--- config.mk ---
export PLATFORM = sky130hd
export DESIGN_NAME = snes_gamepad_emu
export DESIGN_NICKNAME = d
export VERILOG_FILES = /design/src/rtl/snes_gamepad_emu.sv
export SDC_FILE = /design/constraint.sdc
export NUM_CORES = 1
export LEC_CHECK = 0
export BUFFER_PORTS_ARGS = -buffer_cell sky130_fd_sc_hd__buf_2
export CAP_MARGIN = 40
export CORE_MARGIN = 8
export CORE_UTILIZATION = 50
export CTS_CLUSTER_SIZE = 20
export DETAILED_ROUTE_END_ITERATION = 6
export GPL_TIMING_DRIVEN = 0
export HOLD_SLACK_MARGIN = 0.08
export PLACE_DENSITY = 0.73
export SYNTH_ARGS = -nofsm -noshare
export SYNTH_HDL_FRONTEND = slang
export SYNTH_SLANG_ARGS = --single-unit
--- constraint.sdc ---
create_clock -name clk -period 2.6 [get_ports clk]
set_input_delay 0.13 -clock clk [delete_from_list [all_inputs] [get_ports clk]]
set_output_delay 0.13 -clock clk [all_outputs]
set_load 0.05 [all_outputs]
--- src/rtl/snes_gamepad_emu.sv ---
// Device-side SNES gamepad: 4021-style latch/shift register driven from host latch/clk pins.
// Optional turbo auto-release is enabled by defining SNES_TURBO_EN.
`timescale 1ns/1ps

module snes_gamepad_emu #(
    parameter int SYNC_STAGES    = 2,
    parameter int TIMEOUT_CYCLES = 2_000_000,
    parameter int TURBO_DIV      = 4
) (
    input  logic        clk,
    input  logic        rst_n,
    input  logic [15:0] buttons,
    input  logic [15:0] turbo_mask,
    input  logic        snes_latch,
    input  logic        snes_clk,
    output logic        snes_data,
    output logic        busy,
    output logic        frame_done,
    output logic        timeout
);

    localparam logic [1:0] ST_IDLE  = 2'd0;
    localparam logic [1:0] ST_LATCH = 2'd1;
    localparam logic [1:0] ST_SHIFT = 2'd2;

    localparam int              CNT_W    = (TIMEOUT_CYCLES > 2) ? $clog2(TIMEOUT_CYCLES) : 1;
    localparam logic [CNT_W-1:0] CNT_LAST = CNT_W'(TIMEOUT_CYCLES - 1);

    logic [SYNC_STAGES-1:0] latch_sync_q, latch_sync_d;
    logic [SYNC_STAGES-1:0] clk_sync_q, clk_sync_d;
    logic                   latch_prev_q, latch_prev_d;
    logic                   clk_prev_q, clk_prev_d;
    logic                   latch_s, clk_s;
    logic                   latch_rise, latch_fall, clk_rise;

    logic [1:0]       state_q, state_d;
    logic [15:0]      shadow_q, shadow_d;
    logic [4:0]       idx_q, idx_d;
    logic             data_q, data_d;
    logic [CNT_W-1:0] cnt_q, cnt_d;
    logic             busy_q, busy_d;
    logic             frame_done_q, frame_done_d;
    logic             timeout_q, timeout_d;
    logic [15:0]      eff_buttons;

    // Pins are asynchronous to clk; the extra prev flop gives clean one-cycle edge strobes.
    always_comb begin
        latch_sync_d = {latch_sync_q[SYNC_STAGES-2:0], snes_latch};
        clk_sync_d   = {clk_sync_q[SYNC_STAGES-2:0], snes_clk};
        latch_s      = latch_sync_q[SYNC_STAGES-1];
        clk_s        = clk_sync_q[SYNC_STAGES-1];
        latch_prev_d = latch_s;
        clk_prev_d   = clk_s;
        latch_rise   = latch_s & ~latch_prev_q;
        latch_fall   = ~latch_s & latch_prev_q;
        clk_rise     = clk_s & ~clk_prev_q;
    end

    always_ff @(posedge clk or negedge rst_n) begin
        if (!rst_n) begin
            latch_sync_q <= '0;
            clk_sync_q   <= '1;
            latch_prev_q <= 1'b0;
            clk_prev_q   <= 1'b1;
        end else begin
            latch_sync_q <= latch_sync_d;
            clk_sync_q   <= clk_sync_d;
            latch_prev_q <= latch_prev_d;
            clk_prev_q   <= clk_prev_d;
        end
    end

`ifdef SNES_TURBO_EN
    localparam int TURBO_W = (TURBO_DIV > 1) ? $clog2(TURBO_DIV) : 1;

    logic [TURBO_W-1:0] frame_cnt_q, frame_cnt_d;
    logic               turbo_phase_q, turbo_phase_d;
    logic               frame_start;

    // A frame starts when the latch falls while loading; phase flips every TURBO_DIV frames.
    always_comb begin
        frame_start   = (state_q == ST_LATCH) && latch_fall;
        frame_cnt_d   = frame_cnt_q;
        turbo_phase_d = turbo_phase_q;
        if (frame_start) begin
            if (frame_cnt_q == TURBO_W'(TURBO_DIV - 1)) begin
                frame_cnt_d   = '0;
                turbo_phase_d = ~turbo_phase_q;
            end else begin
                frame_cnt_d = frame_cnt_q + TURBO_W'(1);
            end
        end
        eff_buttons = buttons & ~(turbo_mask & {16{turbo_phase_q}});
    end

    always_ff @(posedge clk or negedge rst_n) begin
        if (!rst_n) begin
            frame_cnt_q   <= '0;
            turbo_phase_q <= 1'b0;
        end else begin
            frame_cnt_q   <= frame_cnt_d;
            turbo_phase_q <= turbo_phase_d;
        end
    end
`else
    logic [31:0] unused_turbo;

    assign unused_turbo = {turbo_mask, 16'(TURBO_DIV)};
    assign eff_buttons  = buttons;
`endif

    // Latch beats clock when both strobes land in the same cycle.
    always_comb begin
        state_d      = state_q;
        shadow_d     = shadow_q;
        idx_d        = idx_q;
        data_d       = data_q;
        cnt_d        = cnt_q;
        frame_done_d = 1'b0;
        timeout_d    = 1'b0;

        case (state_q)
            ST_IDLE: begin
                data_d = 1'b1;
                if (latch_rise) begin
                    state_d  = ST_LATCH;
                    shadow_d = eff_buttons;
                end
            end
            ST_LATCH: begin
                if (latch_fall) begin
                    state_d = ST_SHIFT;
                    idx_d   = 5'd1;
                    data_d  = ~shadow_q[0];
                    cnt_d   = '0;
                end else begin
                    shadow_d = eff_buttons;
                end
            end
            ST_SHIFT: begin
                if (latch_rise) begin
                    state_d  = ST_LATCH;
                    shadow_d = eff_buttons;
                    idx_d    = 5'd0;
                    data_d   = 1'b1;
                end else if (clk_rise) begin
                    cnt_d = '0;
                    if (idx_q[4]) begin
                        state_d      = ST_IDLE;
                        idx_d        = 5'd0;
                        data_d       = 1'b1;
                        frame_done_d = 1'b1;
                    end else begin
                        data_d = ~shadow_q[idx_q[3:0]];
                        idx_d  = idx_q + 5'd1;
                    end
                end else if (cnt_q == CNT_LAST) begin
                    state_d   = ST_IDLE;
                    idx_d     = 5'd0;
                    data_d    = 1'b1;
                    timeout_d = 1'b1;
                end else begin
                    cnt_d = cnt_q + CNT_W'(1);
                end
            end
            default: begin
                state_d = ST_IDLE;
                idx_d   = 5'd0;
                data_d  = 1'b1;
            end
        endcase

        busy_d = (state_d == ST_LATCH) || (state_d == ST_SHIFT);
    end

    always_ff @(posedge clk or negedge rst_n) begin
        if (!rst_n) begin
            state_q      <= ST_IDLE;
            shadow_q     <= 16'h0000;
            idx_q        <= 5'd0;
            data_q       <= 1'b1;
            cnt_q        <= '0;
            busy_q       <= 1'b0;
            frame_done_q <= 1'b0;
            timeout_q    <= 1'b0;
        end else begin
            state_q      <= state_d;
            shadow_q     <= shadow_d;
            idx_q        <= idx_d;
            data_q       <= data_d;
            cnt_q        <= cnt_d;
            busy_q       <= busy_d;
            frame_done_q <= frame_done_d;
            timeout_q    <= timeout_d;
        end
    end

    // While latched, bit 0 follows the shadow so the host sees it before the first clock.
    assign snes_data  = (state_q == ST_LATCH) ? ~shadow_q[0] : data_q;
    assign busy       = busy_q;
    assign frame_done = frame_done_q;
    assign timeout    = timeout_q;

endmodule

==> out/qor.yml <==
outcome:
  status: "completed"
placed_design:
  gp_congestion: 0.794
  dp_hpwl_um: 4630
  dpl_cell_area_mm2: 0.00319
  io_buffers: 23
  place_inst: 388
synth:
  yosysWarnings: 0
  synth.avg_cell_area_um2: 10.2
  seq_area_frac_synth_pct: 45.8
  dominantRegCellSynth: "dfrtp_1"
  synth_cell_type_count: 55
  ys_ff_latch: 54
  syn_nets: 331
  synth_edf_count: 0
  ys_async_sr_fraction_pct: 100
  postSynthCellCount: 289
  synth_area_mm2: 0.00296
power_and_ir_drop:
  fin_total_pwr_mw: 2.85
  ir_drop_v: 0.000528
  seqPwrFrac_pct: 39.5
  power_density_mw_per_mm2: 818
  combinationalPowerShare_pct: 42.2
  swShare_pct: 38.0
  p_leak_nw: 1.49
  power.switching_mw: 1.08
  clkPwrFrac_pct: 18.3
  p_int_mw: 1.77
clock_tree:
  htreeDepth: 2
  cts_buffers: 5
  clock_sinks: 54
  cts_buffer_depth: 2
  cts.clk_slew.worst_paths_ns: 0.11
  cts_tree: "yes"
  cts_root_buf: "clkbuf_8"
  clk_latency_ns: 0.32
grt:
  grt_pass1_wl_um: 12000
  antenna_found_initial: 0
  grt_overflow: 0
  grtUsageTotal_pct: 17.1
  grt_pass1_vias: 2418
  grt_max_degree: 38
route:
  drtAntennaViolNets: 0
  dr.first_iter.drc_count: 193
  drtPass1Iterations: 5
  wire_per_inst_um: 16.1
  wl_um: 6680
  viasPerCell: 5.85
  vias: 2420
  drc_errors: 0
timing:
  rsz0062_at_grt: "false"
  setup_tns_ns: 0
  fmaxAchievable_mhz: 411
  hold_viol: 0
  tightest_slew_ns: 0.525
  setup_viol: 0
  holdWs_ns: 0.260
  post-route-min-period_ns: 2.44
  relSlewSlack_pct: 64.8
  fin_crit_sh_pct: 93.7
  finalMaxSlewViolations: 0
  finalClockSkew_ns: 0.0112
critical_path:
  r2r_cells: 7
  start_kind: "flip-flop"
  path_class: "flip-flop to flip-flop"
  critPathSlowestCell: "dfrtp_1"
  cp.required_ns: 2.81
  path_cells: "inv_1, ha_1, clkbuf_1, a21oi_1, o21ai_4, buf_2, mux2_2"
  path_max_fanout: 10
  end_kind: "flip-flop"
  cp.arrival_ns: 2.65
  critPathMaxStageDelay_ns: 0.46
job:
  maxCapViolCount: 0
hold_path:
  hp-class: "primary input to asynchronous set/reset pin"
finish:
  area_delta_synth_final_pct: 17.8
  layout_common_cells: "dfrtp_1, buf_2, o21ai_0, nand2_1, a21oi_1"
  drive_gt1_share_pct: 22.7
  multiInputGateArea_mm2: 0.00150
  regArea_mm2: 0.00136
  fillers: 491
  final_common_cell: "dfrtp_1"
  fin_cells: 414
  n_antenna_cell: 0
  finalInstanceArea_mm2: 0.00349
  final_net_count: 380
floorplanning:
  die-height_um: 93.0
  rows: 28
  die_w_um: 93.0
  initial_core_util_pct: 50.9
  ios: 40
  die_area_mm2: 0.00864
  core_area_mm2: 0.00582
==> flip-flops by register name, summed over array words and instances (netlist names) <==
register      flops
busy              1
idx_q             5
state_q           2
latch_sync_q      2
clk_sync_q        2
data_q            1
latch_prev_q      1
frame_done        1
timeout           1
shadow_q         16
clk_prev_q        1
cnt_q            21
==> through the flow <==
step / worst slack (ns) / utilization (%)
finish: 0.164 / 60.0
global route: 0.00735 / 60.0
CTS: 0.113 / 59.9
detailed placement: -0.0885 / 54.9
global placement: -0.0179 / 54.5
floorplan: 0.418 / -
==> power groups by stage <==
stage	clock (mW)	sequential, mW	combinational (mW)
2_1_floorplan	0	1.13	0.891
3_3_place_gp	0	1.13	1.13
3_5_place_dp	0	1.14	1.16
4_1_cts	0.536	1.13	1.19
5_1_grt	0.574	1.15	1.32
6_report	0.521	1.13	1.20
==> worst paths after layout <==
path,start,to,slack (ns)
worst max register to register,state_q[1],shadow_q[12],0.16
max in group asynchronous,rst_n,clk_sync_q[0],1.73
worst max-delay path,state_q[1],shadow_q[12],0.16
min in group clk,latch_sync_q[0],latch_sync_q[1],0.36
worst min register to register,latch_sync_q[0],latch_sync_q[1],0.36
worst min-delay path,rst_n,cnt_q[14],0.26
==> critical path, delay by kind of cell (launching register included) <==
family / cells / cell delay, ns
flops: 1 / 0.46
fa+ha+maj: 1 / 0.22
buf+inv: 3 / 0.80
mux: 1 / 0.38
compound gates: 2 / 0.46
==> synth_stat cells, types with 7 or more instances <==
cell	count	area share, %
dfrtp_1	50	42
o31ai_1	7	1.8
nand4_1	8	1.7
mux2_2	17	6.5
o21ai_0	21	3.5
a21oi_1	20	3.4
inv_1	10	1.3
clkbuf_1	7	0.89
nand2_1	21	2.7
or3_1	7	1.5
nand3_1	11	1.9
nor2_1	11	1.4
==> final cells by class <==
type,instances,share of cell area [%]
buffer,14,2.15
timing repair buffer,43,9.33
clock inverter,3,0.825
tap,75,2.69
inverter,10,1.08
clock buffer,5,1.97
multi-input combinational,210,43.1
sequential,54,38.9
==> metal layers <==
layer	share of wire (%)	wire (µm)	track usage [%]	vias up
met5	0	0	0	-
met4	1.9	126	6.17	0
met3	4.9	327	3.56	10
met2	47	3160	26.6	66
met1	46	3060	23.1	1161
li1	-	-	-	1183
==> cell families after synthesis <==
group / share of synthesized area [%]
AO/OA/AOI/OAI: 16.6
adder cells (fa/ha/maj): 2.53
buffers and inverters: 3.93
flip-flops: 45.8
multiplexers: 10.9
AND/OR/NAND/NOR: 20.2
==> repair_timing <==
item,in CTS,in global routing
hold endpoints to repair,35,0
gates resized for setup,1,2
buffers inserted,0,0
setup endpoints to repair,10,13
hold buffers,19,0
No activity file was read; power rests on OpenSTA's default activity.
